File: src/rtl/audio_dc_filter_pkg.sv
// Shared audio definitions: sample widths, the DC tracker mid-scale preload
// and a 17-to-16-bit signed saturation helper.
package audio_dc_filter_pkg;

    localparam int SAMPLE_W  = 16;
    localparam int PSG_W     = 10;
    localparam int MID_LEVEL = 16368;
    localparam logic AUDIO_S = 1'b1;

    function automatic logic signed [15:0] sat16(input logic signed [16:0] v);
        logic signed [15:0] r;
        if (v[16] != v[15]) begin
            r = v[16] ? 16'sh8000 : 16'sh7FFF;
        end else begin
            r = v[15:0];
        end
        return r;
    endfunction

endpackage

File: src/rtl/audio_dc_filter_strobe_gen.sv
// Fixed-rate divider: ce_o is high for one clock every DIV clocks, reusable
// by any audio path that resamples at a constant strobe rate.
module audio_strobe_gen #(
    parameter int DIV = 667
) (
    input  logic clk_i,
    input  logic reset_i,
    output logic ce_o
);

    localparam int CW = $clog2(DIV);
    localparam logic [CW-1:0] LAST = CW'(DIV - 1);

    logic [CW-1:0] cnt_q;
    logic [CW-1:0] cnt_d;

    // Next count wraps to zero after the last divider state.
    always_comb begin
        cnt_d = cnt_q + CW'(1);
        ce_o  = 1'b0;
        if (cnt_q == LAST) begin
            cnt_d = '0;
            ce_o  = 1'b1;
        end else begin
            ce_o  = 1'b0;
        end
    end

    // Divider counter register.
    always_ff @(posedge clk_i) begin
        if (reset_i) begin
            cnt_q <= '0;
        end else begin
            cnt_q <= cnt_d;
        end
    end

endmodule

File: src/rtl/audio_dc_filter.sv
// PSG audio output stage: resample on a fixed strobe, remove DC with a
// tracking accumulator, smooth with a one-pole low-pass, drive signed L/R.
module audio_dc_filter
    import audio_dc_filter_pkg::*;
#(
    parameter int SAMPLE_DIV = 667,
    parameter int DC_SHIFT   = 8,
    parameter int LP_SHIFT   = 2
) (
    input  logic                clk_sys,
    input  logic                reset,
    input  logic                mute,
    input  logic [PSG_W-1:0]    sound_in,
    output logic [SAMPLE_W-1:0] out_l,
    output logic [SAMPLE_W-1:0] out_r,
    output logic                sample_stb
);

    localparam int ACC_W = 17 + DC_SHIFT;
    localparam logic signed [ACC_W-1:0] ACC_INIT = ACC_W'(MID_LEVEL) << DC_SHIFT;

    logic                    ce_s;
    logic                    v1_q, v2_q, v3_q, stb_q;
    logic signed [15:0]      x_q, hp_q, lp_q, out_q;
    logic signed [ACC_W-1:0] acc_q, acc_d;
    logic signed [16:0]      dc_s, diff_s, lp_diff_s;
    logic signed [15:0]      lp_step_s, hp_d, lp_d;

    audio_strobe_gen #(
        .DIV (SAMPLE_DIV)
    ) u_strobe (
        .clk_i   (clk_sys),
        .reset_i (reset),
        .ce_o    (ce_s)
    );

    // High-pass and low-pass next-state arithmetic; dc always fits 17 bits
    // because the tracker follows an input bounded to 0..32736.
    always_comb begin
        dc_s      = 17'(acc_q >>> DC_SHIFT);
        diff_s    = {x_q[15], x_q} - dc_s;
        acc_d     = acc_q + {{(ACC_W-17){diff_s[16]}}, diff_s};
        hp_d      = sat16(diff_s);
        lp_diff_s = {hp_q[15], hp_q} - {lp_q[15], lp_q};
        lp_step_s = 16'(lp_diff_s >>> LP_SHIFT);
        if (LP_SHIFT == 0) begin
            lp_d = hp_q;
        end else begin
            lp_d = lp_q + lp_step_s;
        end
    end

    // Four-stage single-sample pipeline; each stage moves only on its valid bit.
    always_ff @(posedge clk_sys) begin
        if (reset) begin
            v1_q  <= 1'b0;
            v2_q  <= 1'b0;
            v3_q  <= 1'b0;
            stb_q <= 1'b0;
            x_q   <= 16'sd0;
            acc_q <= ACC_INIT;
            hp_q  <= 16'sd0;
            lp_q  <= 16'sd0;
            out_q <= 16'sd0;
        end else begin
            v1_q  <= ce_s;
            v2_q  <= v1_q;
            v3_q  <= v2_q;
            stb_q <= v3_q;
            if (ce_s) begin
                x_q <= {1'b0, sound_in, 5'b00000};
            end
            if (v1_q) begin
                acc_q <= acc_d;
                hp_q  <= hp_d;
            end
            if (v2_q) begin
                lp_q <= lp_d;
            end
            if (v3_q) begin
                out_q <= mute ? 16'sd0 : lp_q;
            end
        end
    end

    assign out_l      = out_q;
    assign out_r      = out_q;
    assign sample_stb = stb_q;

endmodule

File: config.mk
export PLATFORM = sky130hd
export DESIGN_NAME = audio_dc_filter
export DESIGN_NICKNAME = d
export VERILOG_FILES = /design/src/rtl/audio_dc_filter_pkg.sv /design/src/rtl/audio_dc_filter_strobe_gen.sv /design/src/rtl/audio_dc_filter.sv
export SDC_FILE = /design/constraint.sdc
export NUM_CORES = 1
export LEC_CHECK = 0
export CORE_ASPECT_RATIO = 0.75
export CORE_MARGIN = 2
export CORE_UTILIZATION = 30
export DETAILED_ROUTE_END_ITERATION = 10
export PLACE_DENSITY = 0.48
export SLEW_MARGIN = 20
export SYNTH_ARGS = -nofsm -noshare
export SYNTH_HDL_FRONTEND = slang
export SYNTH_SLANG_ARGS = --single-unit
File: constraint.sdc
create_clock -name clk_sys -period 5.95 [get_ports clk_sys]
set_clock_uncertainty 0.1 [all_clocks]
set_input_delay 1.19 -clock clk_sys [delete_from_list [all_inputs] [get_ports clk_sys]]
set_output_delay 1.19 -clock clk_sys [all_outputs]
set_load 0.005 [all_outputs]
==> results of run 1 <==
## through the flow
stage | cells | utilization, % | cell area (µm²) | setup WS (ns) | power (mW)
after floorplan | 817 | - | 6890 | 1.84 | 0.681
after global placement | 1113 | 33.6 | 7490 | 1.57 | 0.696
after detailed placement | 1113 | 33.6 | 7490 | 1.56 | 0.696
after CTS | 1128 | 35.0 | 7810 | 1.53 | 1.35
after global routing | 1128 | 35.0 | 7810 | 1.13 | 1.38
final | 1128 | 35.0 | 7810 | 1.54 | 1.32
## metal layers
metal	global-route usage (%)	up-vias	wire (µm)
li1	-	2953	-
met1	22.3	2579	9430
met2	19.5	57	6450
met3	2.38	8	527
met4	3.39	0	101
met5	0	-	0
## registers in the layout, indices dropped and copies added (netlist names)
| signal | flops |
|---|---|
| acc_q | 25 |
| hp_q | 16 |
| lp_q | 16 |
| out_l | 16 |
| sample_stb | 1 |
| u_strobe.cnt_q | 10 |
| v1_q | 1 |
| v2_q | 1 |
| v3_q | 1 |
| x_q | 10 |
## report_power, final
group / switching, mW / internal (mW) / leakage [nW]
sequential: 0.00181 / 0.650 / 0.782
combinational: 0.0165 / 0.0113 / 2.29
clock: 0.275 / 0.368 / 0.144
## worst min-delay path by stage
stage                                       from                           end  slack, ns  depth (start not counted)
global route              out_l[12]$_SDFFE_PP0P_        out_l[12]$_SDFFE_PP0P_       0.40                          2
global placement    u_strobe.cnt_q[0]$_SDFF_PP0_  u_strobe.cnt_q[0]$_SDFF_PP0_       0.35                          1
floorplan           u_strobe.cnt_q[0]$_SDFF_PP0_  u_strobe.cnt_q[0]$_SDFF_PP0_       0.33                          1
finish              u_strobe.cnt_q[0]$_SDFF_PP0_  u_strobe.cnt_q[0]$_SDFF_PP0_       0.37                          1
detailed placement  u_strobe.cnt_q[0]$_SDFF_PP0_  u_strobe.cnt_q[0]$_SDFF_PP0_       0.36                          1
CTS                 u_strobe.cnt_q[0]$_SDFF_PP0_  u_strobe.cnt_q[0]$_SDFF_PP0_       0.38                          1
## layout by cell type (no fill, tap or decap), types with 3 or more instances in the layout
cell type and n:
dfxtp_1 96, buf_4 5, clkinvlp_4 3, a31o_2 3, mux2i_1 33, o21a_1 7
ha_1 70, nand3_1 17, xor2_1 25, o21ai_0 39, nand2_1 24, clkbuf_16 9
clkdlybuf4s50_1 44, o311ai_0 3, inv_1 54, nand2b_1 20, a21o_1 26, a211oi_1 10
nor3_1 12, a31oi_1 5, and3_1 8, o22ai_1 3, nor2b_1 7, xnor2_1 34
o221a_2 14, nor2_1 93, nand4_1 4, nand3b_1 16, o31ai_1 4, a311oi_1 4
and2_1 8, o211ai_1 10, a21oi_1 70, o21bai_1 8
## area by class of cell
| cell class | instances | area, µm² |
|---|---|---|
| clock buffers | 9 | 225 |
| clock inverters | 6 | 91.3 |
| fillers | 2283 | 14500 |
| inverters | 54 | 203 |
| multi-input cells | 618 | 4500 |
| flip-flops and latches | 97 | 1940 |
| well taps | 294 | 368 |
| repair buffers | 50 | 483 |
## logic make-up after synthesis
kind of cell,after synthesis
and+or+nand+nor,220
DFF,97
muxes,33
xor gates and xnor gates,60
adders and majority gates,73
buffers and inverters,102
AOI/OAI and AO/OA,232
## critical path: stages, from the launching register on
cell       delay, ns
dfxtp_1         0.33
inv_1           0.06
ha_1            0.37
a2111o_1        0.43
a31oi_2         0.24
o31ai_1         0.14
a21o_1          0.19
a21oi_1         0.16
xnor2_1         0.18
inv_1           0.12
ha_1            0.32
a21o_1          0.18
a21o_1          0.17
a21o_1          0.21
a2111oi_4       0.36
nor2_2          0.09
a31o_1          0.23
xor2_1          0.14
a211o_1         0.29
==> reports/qor.yml, run 1 <==
drt:
  ant_nets: 0
  finalWirelength_um: 16500
  viasPerCell: 4.96
  drtPass1Iterations: 5
  post-route-drc-count: 0
  route.vias.total: 5597
  wl_per_cell_um: 14.6
  drt-initial-drc-count: 292
timing:
  fmax_ghz: 0.227
  tightest_slew_ns: 1.06
  rsz0062_at_grt: "no"
  drv_slew: 0
  fin_crit_ns: 4.41
  hold_viol: 0
  slew_headroom_pct: 29.0
  whs_ns: 0.369
  finalSetupViolations: 0
  period_share_pct: 74.1
  finalSetupTns_ns: 0
critical_path:
  r2r-start: "acc_q[14]$_SDFFE_PP1P_"
  critical_path_class: "flop to flop"
  r2r.worst_path.cells: 18
  startpoint_type: "flop"
  worstPathMaxFanout: 7
  worstSetupEndpoint: "acc_q[20]$_SDFFE_PP1P_"
  r2r_slack_ns: 1.54
  required_ns: 6.10
  crit_start: "acc_q[14]$_SDFFE_PP1P_"
  rr_endpoint: "acc_q[20]$_SDFFE_PP1P_"
  endpoint_kind: "flop"
  cp_data_arrival_time_ns: 4.55
logic_synthesis:
  yosysTopAreaCellShare_pct: 28.2
  synth_common_cells: "dfxtp_1, nor2_1, a21oi_1, ha_1, inv_1"
  syn_nets: 902
  yosysMostFrequentCell: "dfxtp_1"
  synth_adder_area_share_pct: 13.4
  async_flop_share_pct: 0
  netlist_area_mm2: 0.00689
  yosys.area.top_type: "dfxtp_1"
  synth_seq_cells: 97
  synth_cell_types: 67
  muxShareOfSynthArea_pct: 4.80
  synth_xor_area_share_pct: 7.74
  synth_edf_count: 0
  syn_inst: 817
  yosys.area_share.simple_pct: 15.9
  synth.yosys.seq_area_share_pct: 28.2
  ys_warn_count: 0
  yosys-top-cells-area: "dfxtp_1, ha_1, a21oi_1"
  synth_top_family_by_area: "compound AO/OA/AOI/OAI gates"
  synth-compound-area-share_pct: 23.4
  synth_area_per_cell_um2: 8.43
  synth_ff_type: "dfxtp_1"
clock_network:
  clk_pin_slew_ns: 0.07
  post_cts_buffers: 0
  cts_buffers: 9
  cts.sinks: 97
  clock_path_buffers: 2
  cts_hold_buf: 0
  cts_tree: "yes"
  cts_root_buf: "clkbuf_16"
  htree_levels: 3
  clock_latency_ns: 0.35
  cts.repair.resized: 0
floorplanning:
  die_h_um: 135
  rows: 47
  fp.dieArea_mm2: 0.0242
  core_area_mm2: 0.0223
  die_w_um: 179
  io_pins: 46
  start_util_pct: 30.9
grt:
  antenna_found_initial: 0
  grt_usage_pct: 14.1
  grt_max_degree: 65
  grt.overflow.total: 0
  grt_pass1_vias: 5231
  grt_pass1_wl_um: 27200
run_status:
  status: "finished clean"
finish:
  layout-drive-gt1-share_pct: 6.12
  num_antenna_cells: 0
  layout.nets: 915
  area_growth_syn_to_layout_pct: 13.4
power:
  cellLeakagePower_nw: 3.22
  powerDensity_mw_per_mm2: 169
  ir_worst_vdd_uv: 119
placed_design:
  gp_congestion: 0.843
  dp_hpwl_um: 12200
  io_buffers: 45
hold_path:
  min-delay-path-class: "flop to flop"
run:
  maxCapViolCount: 0
Power figures use the tool's default switching activity.
==> run 2: changes to the inputs <==
--- a/config.mk
+++ b/config.mk
@@ -9,7 +9,7 @@
 export CORE_MARGIN = 2
 export CORE_UTILIZATION = 30
 export DETAILED_ROUTE_END_ITERATION = 10
-export PLACE_DENSITY = 0.48
+export PLACE_DENSITY = 0.5
 export SLEW_MARGIN = 20
 export SYNTH_ARGS = -nofsm -noshare
 export SYNTH_HDL_FRONTEND = slang
==> constraint.sdc (replaced) <==
create_clock -name clk_sys -period 3.6 [get_ports clk_sys]
set_clock_uncertainty 0.1 [all_clocks]
set_input_delay 0.72 -clock clk_sys [delete_from_list [all_inputs] [get_ports clk_sys]]
set_output_delay 0.72 -clock clk_sys [all_outputs]
set_load 0.005 [all_outputs]
==> run 2 against run 1 <==
The run now ends with setup timing left. Core utilization grew 9.2 points. Highest routed layer unchanged. Power grew 64%. Register-to-register slack lost 1.8 ns. Critical endpoint is now acc_q[22]$_SDFFE_PP0P_.
==> reports/qor.yml, run 2 (synthesis gave the netlist of run 1 again) <==
grt:
  grt.overflow.total: 0  # unchanged
  grt_use_met2_pct: 23.7  # +4.2 points
  gr-max-usage-layer: "met2"
  grt.met1_usage_pct: 23.6  # +1.2 points
  use_met3_pct: 2.78  # +0.39 points
  grt_usage_pct: 15.8  # +1.7 points
  grt_pass1_wl_um: 30600  # +13%
  grt_pass1_vias: 6090  # +16%
  grt_max_degree: 66  # +1.5%
  antenna_found_initial: 0  # unchanged
critical_path:
  rr_endpoint: "acc_q[22]$_SDFFE_PP0P_"
  cpPeakStageDelay_ns: 0.44  # about the same
  slowest_stage: "a2111o_1"
  critical_path_class: "flop to flop"
  crit_family: "compound AO/OA/AOI/OAI gates"
  r2r-start: "acc_q[14]$_SDFFE_PP1P_"
  startpoint_type: "flop"
  worstPathMaxFanout: 4  # -3
  required_ns: 3.75  # -2.35 ns
  path_cells: "inv_2, ha_4, a2111o_1, a31oi_4, nor4b_1, a311oi_2, xnor2_2, inv_1, ha_1, a21oi_1, o21ai_0, a21oi_1, nor2_1, o211ai_1, o211ai_1, xor2_1, a21o_1"
  endpoint_kind: "flop"
  r2r.worst_path.cells: 17  # -1
  crit_buf_inv: 2  # unchanged
  cp_data_arrival_time_ns: 3.98  # -0.57 ns
  r2r_slack_ns: -0.22  # -1.77 ns
floorplanning:
  start_util_pct: 30.9  # unchanged
  die_w_um: 179  # unchanged
  fp.dieArea_mm2: 0.0242  # unchanged
  io_pins: 46  # unchanged
  rows: 47  # unchanged
  core_area_mm2: 0.0223  # unchanged
  die_h_um: 135  # unchanged
run_status:
  status: "complete, but fails checks"
  violations: "setup timing"
timing:
  period_share_pct: 106  # +32 points
  finalSetupTns_ns: -1.06  # -1.06 ns
  setup_slack_ns: -0.224  # -1.77 ns
  drv_slew: 0  # unchanged
  rsz0062_at_grt: "yes"
  fin_crit_ns: 3.82  # -0.584 ns
  tightest_slew_ns: 0.977  # -0.0846 ns
  fmax_ghz: 0.262  # +15%
  hold_viol: 0  # unchanged
  finalSetupViolations: 10  # +10
  whs_ns: 0.363  # -0.00653 ns
  slew_headroom_pct: 34.8  # +5.7 points
power:
  ir_worst_vdd_uv: 204  # +71%
  cellLeakagePower_nw: 4.30  # +34%
  powerDensity_mw_per_mm2: 220  # +30%
drt:
  drtPass1Iterations: 4  # -1
  finalWirelength_um: 18700  # +13%
  post-route-drc-count: 0  # unchanged
  wl_per_cell_um: 14.2  # -3.1%
  ant_nets: 0  # unchanged
  route.vias.total: 6324  # +13%
  drt-initial-drc-count: 273  # -6.5%
  viasPerCell: 4.81  # -3.2%
finish:
  largest_register_ffs: 25  # unchanged
  instances_no_fill: 1316  # +17%
  nFillCells: 2167  # -5.1%
  final_common_cell: "buf_4"
  seq_area_mm2: 0.00195  # +0.58%
  final_cell_mix: "buf_4, dfxtp_1, nor2_1"
  layout.nets: 1102  # +20%
  multiInputGateArea_mm2: 0.00510  # +13%
  num_antenna_cells: 0  # unchanged
  top_register: "acc_q"
  area_growth_syn_to_layout_pct: 43.0
  fin_area_mm2: 0.00985  # +26%
  layout-drive-gt1-share_pct: 32.9  # +27 points
hold_path:
  min-delay-path-class: "flop to flop"
  worstHoldStart: "u_strobe.cnt_q[0]$_SDFF_PP0_"
  holdPathEnd: "u_strobe.cnt_q[0]$_SDFF_PP0_"
  hold_depth: 1  # unchanged
clock_network:
  clock_latency_ns: 0.35  # about the same
  clock_path_buffers: 2  # unchanged
  clk_pin_slew_ns: 0.07  # about the same
  cts_tree: "yes"
  cts_buffers: 9  # unchanged
  htree_levels: 3  # unchanged
  cts.sinks: 97  # unchanged
  cts_hold_buf: 0  # unchanged
  cts_root_buf: "clkbuf_16"
placed_design:
  gp_congestion: 0.846  # +0.38%
  place_inst: 1272  # +14%
  placed_cell_area_mm2: 0.00881  # +18%
  pre_cts_slack_ns: -0.477  # -2.04 ns
  dp_hpwl_um: 13600  # +12%
  io_buffers: 45  # unchanged
run:
  maxCapViolCount: 0  # unchanged
-- run 2: cell count changes in the layout (fill, tap and decap cells not counted), sizes merged --
cell,delta
buf,+187
clkbuf,+2
clkinvlp,-2
bufinv,-1
clkinv,+1
inv,+1
-- run 2: worst register-to-register path, cell delays in order, from the launching register on --
cell and delay, ns:
dfxtp_2 0.33, inv_2 0.05, ha_4 0.23, a2111o_1 0.44, a31oi_4 0.24, nor4b_1 0.10, a311oi_2 0.34, xnor2_2 0.18
inv_1 0.12, ha_1 0.36, a21oi_1 0.23, o21ai_0 0.14, a21oi_1 0.17, nor2_1 0.05, o211ai_1 0.16, o211ai_1 0.16
xor2_1 0.17, a21o_1 0.18
-- run 2: final cells by class --
class                   instances  area share, %
flip-flops and latches         97           19.8
repair buffers                237           19.4
clock buffers                  11           2.57
multi-input cells             618           51.8
inverters                      54           2.06
well taps                     294           3.73
clock inverters                 5          0.610
-- run 2: stage by stage --
stage,power (mW),util (%)
2_1_floorplan,1.13,-
3_3_place_gp,1.15,39.5
3_5_place_dp,1.15,39.5
4_1_cts,2.21,42.6
5_1_grt,2.25,44.2
6_report,2.16,44.2
-- run 2: power breakdown --
part / switching [mW] / internal (mW) / leakage, nW
Clock: 0.459 / 0.582 / 0.153
Sequential: 0.00302 / 1.07 / 0.785
Combinational: 0.0275 / 0.0187 / 3.36
-- run 2: how the worst max path moves through the flow --
stage / slack, ns / end / start / depth (start not counted)
final: -0.22 / acc_q[22]$_SDFFE_PP0P_ / acc_q[14]$_SDFFE_PP1P_ / 17
after detailed placement: -0.48 / acc_q[20]$_SDFFE_PP1P_ / acc_q[13]$_SDFFE_PP1P_ / 18
after global placement: -0.43 / acc_q[21]$_SDFFE_PP1P_ / acc_q[13]$_SDFFE_PP1P_ / 17
after CTS: -0.17 / acc_q[24]$_SDFFE_PP0P_ / acc_q[14]$_SDFFE_PP1P_ / 19
after global routing: -0.40 / acc_q[22]$_SDFFE_PP0P_ / acc_q[14]$_SDFFE_PP1P_ / 17
after floorplan: -0.17 / acc_q[20]$_SDFFE_PP1P_ / acc_q[14]$_SDFFE_PP1P_ / 19
-- run 2: per-layer routing --
layer  vias to the layer above  routed length (µm)
li1                       3316                   -
met3                        10                 430
met1                      2950               10100
met5                         -                   0
met2                        48                8020
met4                         0                 148
-- run 2: repair_timing --
| action | 4_1_cts | 5_1_grt |
|---|---|---|
| cloned | 0 | 0 |
| pin swaps | 40 | 35 |
| gates resized for setup | 58 | 57 |
| endpoints found under the setup margin | 18 | 20 |
| setup buffers | 20 | 9 |
==> run 3: changes to the inputs <==
--- a/config.mk
+++ b/config.mk
@@ -6,7 +6,6 @@
 export NUM_CORES = 1
 export LEC_CHECK = 0
 export CORE_ASPECT_RATIO = 0.75
-export CORE_MARGIN = 2
 export CORE_UTILIZATION = 30
 export DETAILED_ROUTE_END_ITERATION = 10
 export PLACE_DENSITY = 0.5
@@ -14,3 +13,4 @@
 export SYNTH_ARGS = -nofsm -noshare
 export SYNTH_HDL_FRONTEND = slang
 export SYNTH_SLANG_ARGS = --single-unit
+export TNS_END_PERCENT = 5
==> run 3 against run 2 <==
The run still ends with setup timing left. Highest routed layer unchanged. Worst setup slack gained 0.020 ns. Core utilization shrank 1.2 points. Fmax grew 0.52%. Die area shrank 2.6%. Combinational power grew 3%. Sequential share of layout area grew 0.47 points. Via count grew 0.16%. Global-route usage grew 0.50 points. Largest cell class unchanged. Clock-buffer cell count shrank 1.
==> reports/qor.yml, run 3 (synthesis gave the netlist of run 1 again) <==
floorplanning:
  core_area_mm2: 0.0223  # unchanged
  start_util_pct: 30.9  # unchanged
  die_h_um: 133  # -1.5%
  io_pins: 46  # unchanged
  die_w_um: 177  # -1.1%
  fp.dieArea_mm2: 0.0236  # -2.6%
  rows: 47  # unchanged
grt:
  grt.overflow.total: 0  # unchanged
  gr-max-usage-layer: "met2"
  grt_usage_pct: 16.3  # +0.50 points
  grt_pass1_wl_um: 30800  # +0.56%
  use_met3_pct: 2.65  # -0.12 points
  grt_max_degree: 71  # +7.6%
  grt.met1_usage_pct: 23.9  # +0.31 points
  antenna_found_initial: 0  # unchanged
  grt_use_met2_pct: 24.8  # +1.1 points
  grt_pass1_vias: 6015  # -1.2%
critical_path:
  cpPeakStageDelay_ns: 0.39  # -0.05 ns
  required_ns: 3.76  # about the same
  crit_buf_inv: 4  # +2
  cp_data_arrival_time_ns: 3.96  # -0.02 ns
  startpoint_type: "flop"
  path_cells: "inv_1, ha_1, a21oi_1, o21bai_1, a221o_1, buf_4, nand2_1, o31ai_4, xnor2_2, buf_4, buf_4, ha_1, nor2b_1, o21ai_0, nand2b_1, nand3_1, nand3_1, o2111a_1, a2111oi_4"
  critical_path_class: "flop to flop"
  slowest_stage: "a221o_1"
  crit_family: "compound AO/OA/AOI/OAI gates"
  path_common_cell: "buf_4"
  endpoint_kind: "flop"
  r2r_slack_ns: -0.20  # +0.02 ns
  worstPathMaxFanout: 4  # unchanged
placed_design:
  gp_congestion: 0.862  # +2.0%
  dp_hpwl_um: 13600  # -0.52%
  place_inst: 1273  # +0.079%
  io_buffers: 45  # unchanged
drt:
  drtPass1Iterations: 5  # +1
  ant_nets: 0  # unchanged
  post-route-drc-count: 0  # unchanged
  drt-initial-drc-count: 305  # +12%
  finalWirelength_um: 18700  # about the same
  route.vias.total: 6334  # +0.16%
  viasPerCell: 4.82  # +0.39%
  wl_per_cell_um: 14.2  # +0.31%
clock_network:
  clk_pin_slew_ns: 0.08  # about the same
  cts_hold_buf: 0  # unchanged
  htree_levels: 3  # unchanged
  cts_root_buf: "clkbuf_16"
  clock_latency_ns: 0.36  # about the same
  cts_buffers: 9  # unchanged
  cts_tree: "yes"
  cts.sinks: 97  # unchanged
  clock_path_buffers: 2  # unchanged
finish:
  top_register: "acc_q"
  layout.nets: 1099  # -0.27%
  post-route-util_pct: 43.0  # -1.2 points
  layout-drive-gt1-share_pct: 28.9  # -3.9 points
  area_growth_syn_to_layout_pct: 39.2
  num_antenna_cells: 0  # unchanged
  largest_register_ffs: 25  # unchanged
  nFillCells: 2232  # +3.0%
  final_common_cell: "buf_4"
  instances_no_fill: 1313  # -0.23%
  final_cell_mix: "buf_4, dfxtp_1, nor2_1"
run_status:
  violations: "setup timing"
  status: "complete, but fails checks"
timing:
  fmax_ghz: 0.263  # +0.52%
  hold_viol: 0  # unchanged
  slew_headroom_pct: 32.2  # -2.6 points
  finalSetupViolations: 10  # unchanged
  period_share_pct: 106  # -0.55 points
  drv_slew: 0  # unchanged
  tightest_slew_ns: 1.02  # +0.0390 ns
  setup_slack_ns: -0.204  # +0.0199 ns
  rsz0062_at_grt: "yes"
  fin_crit_ns: 3.80  # -0.0199 ns
power:
  cellLeakagePower_nw: 4.22  # -1.7%
  ir_worst_vdd_uv: 168  # -17%
  powerDensity_mw_per_mm2: 222  # +1.0%
hold_path:
  min-delay-path-class: "flop to flop"
run:
  maxCapViolCount: 0  # unchanged
[run 3: final cells by class]
type                       count  area, µm²  share of cell area [%]
clock inverter                 6       55.1                   0.574
inverter                      54        203                    2.11
timing repair buffer         234       1880                    19.6
multi-input combinational    618       4890                    51.1
tap                          294        368                    3.84
sequential                    97       1950                    20.3
clock buffer                  10        239                    2.49
[run 3: report_power, final]
group          internal, mW  total, mW  switching, mW  leakage [nW]
Combinational        0.0186     0.0478         0.0292          3.30
Clock                 0.504       1.00          0.498         0.146
Sequential             1.07       1.08        0.00324         0.782
Total                  1.60       2.13          0.530          4.22
[run 3: path summary, 6_finish.rpt]
kind                            depth (start not counted)                            to                          from
worst min-delay path                                    1  u_strobe.cnt_q[0]$_SDFF_PP0_  u_strobe.cnt_q[0]$_SDFF_PP0_
worst min register to register                          1  u_strobe.cnt_q[0]$_SDFF_PP0_  u_strobe.cnt_q[0]$_SDFF_PP0_
worst max-delay path                                   19        acc_q[24]$_SDFFE_PP0P_        acc_q[20]$_SDFFE_PP1P_
worst max register to register                         19        acc_q[24]$_SDFFE_PP0P_        acc_q[20]$_SDFFE_PP1P_
[run 3: per-stage QoR]
stage          TNS (ns)  setup slack (ns)  hold slack, ns  area (µm²)  power, mW
6_report         -0.963            -0.204           0.379        9590       2.13
5_1_grt           -4.12            -0.374           0.401        9590       2.21
4_1_cts           -1.13            -0.183           0.380        9440       2.17
3_5_place_dp      -4.79            -0.509           0.362        8750       1.15
3_3_place_gp      -4.96            -0.490           0.349        8750       1.15
2_1_floorplan    -0.779            -0.169           0.330        6960       1.13
[run 3: per-layer routing]
metal | share of wire, % | vias to the layer above
li1 | - | 3309
met1 | 54 | 2935
met2 | 43 | 77
met3 | 2.6 | 13
met4 | 1.0 | 0
met5 | 0 | -
[run 3: timing repair]
action / CTS / global route
endpoints found under the hold margin: 0 / 0
buffers inserted: 19 / 5
setup endpoints to repair: 20 / 22
pin swaps: 23 / 22
resized for setup: 48 / 24
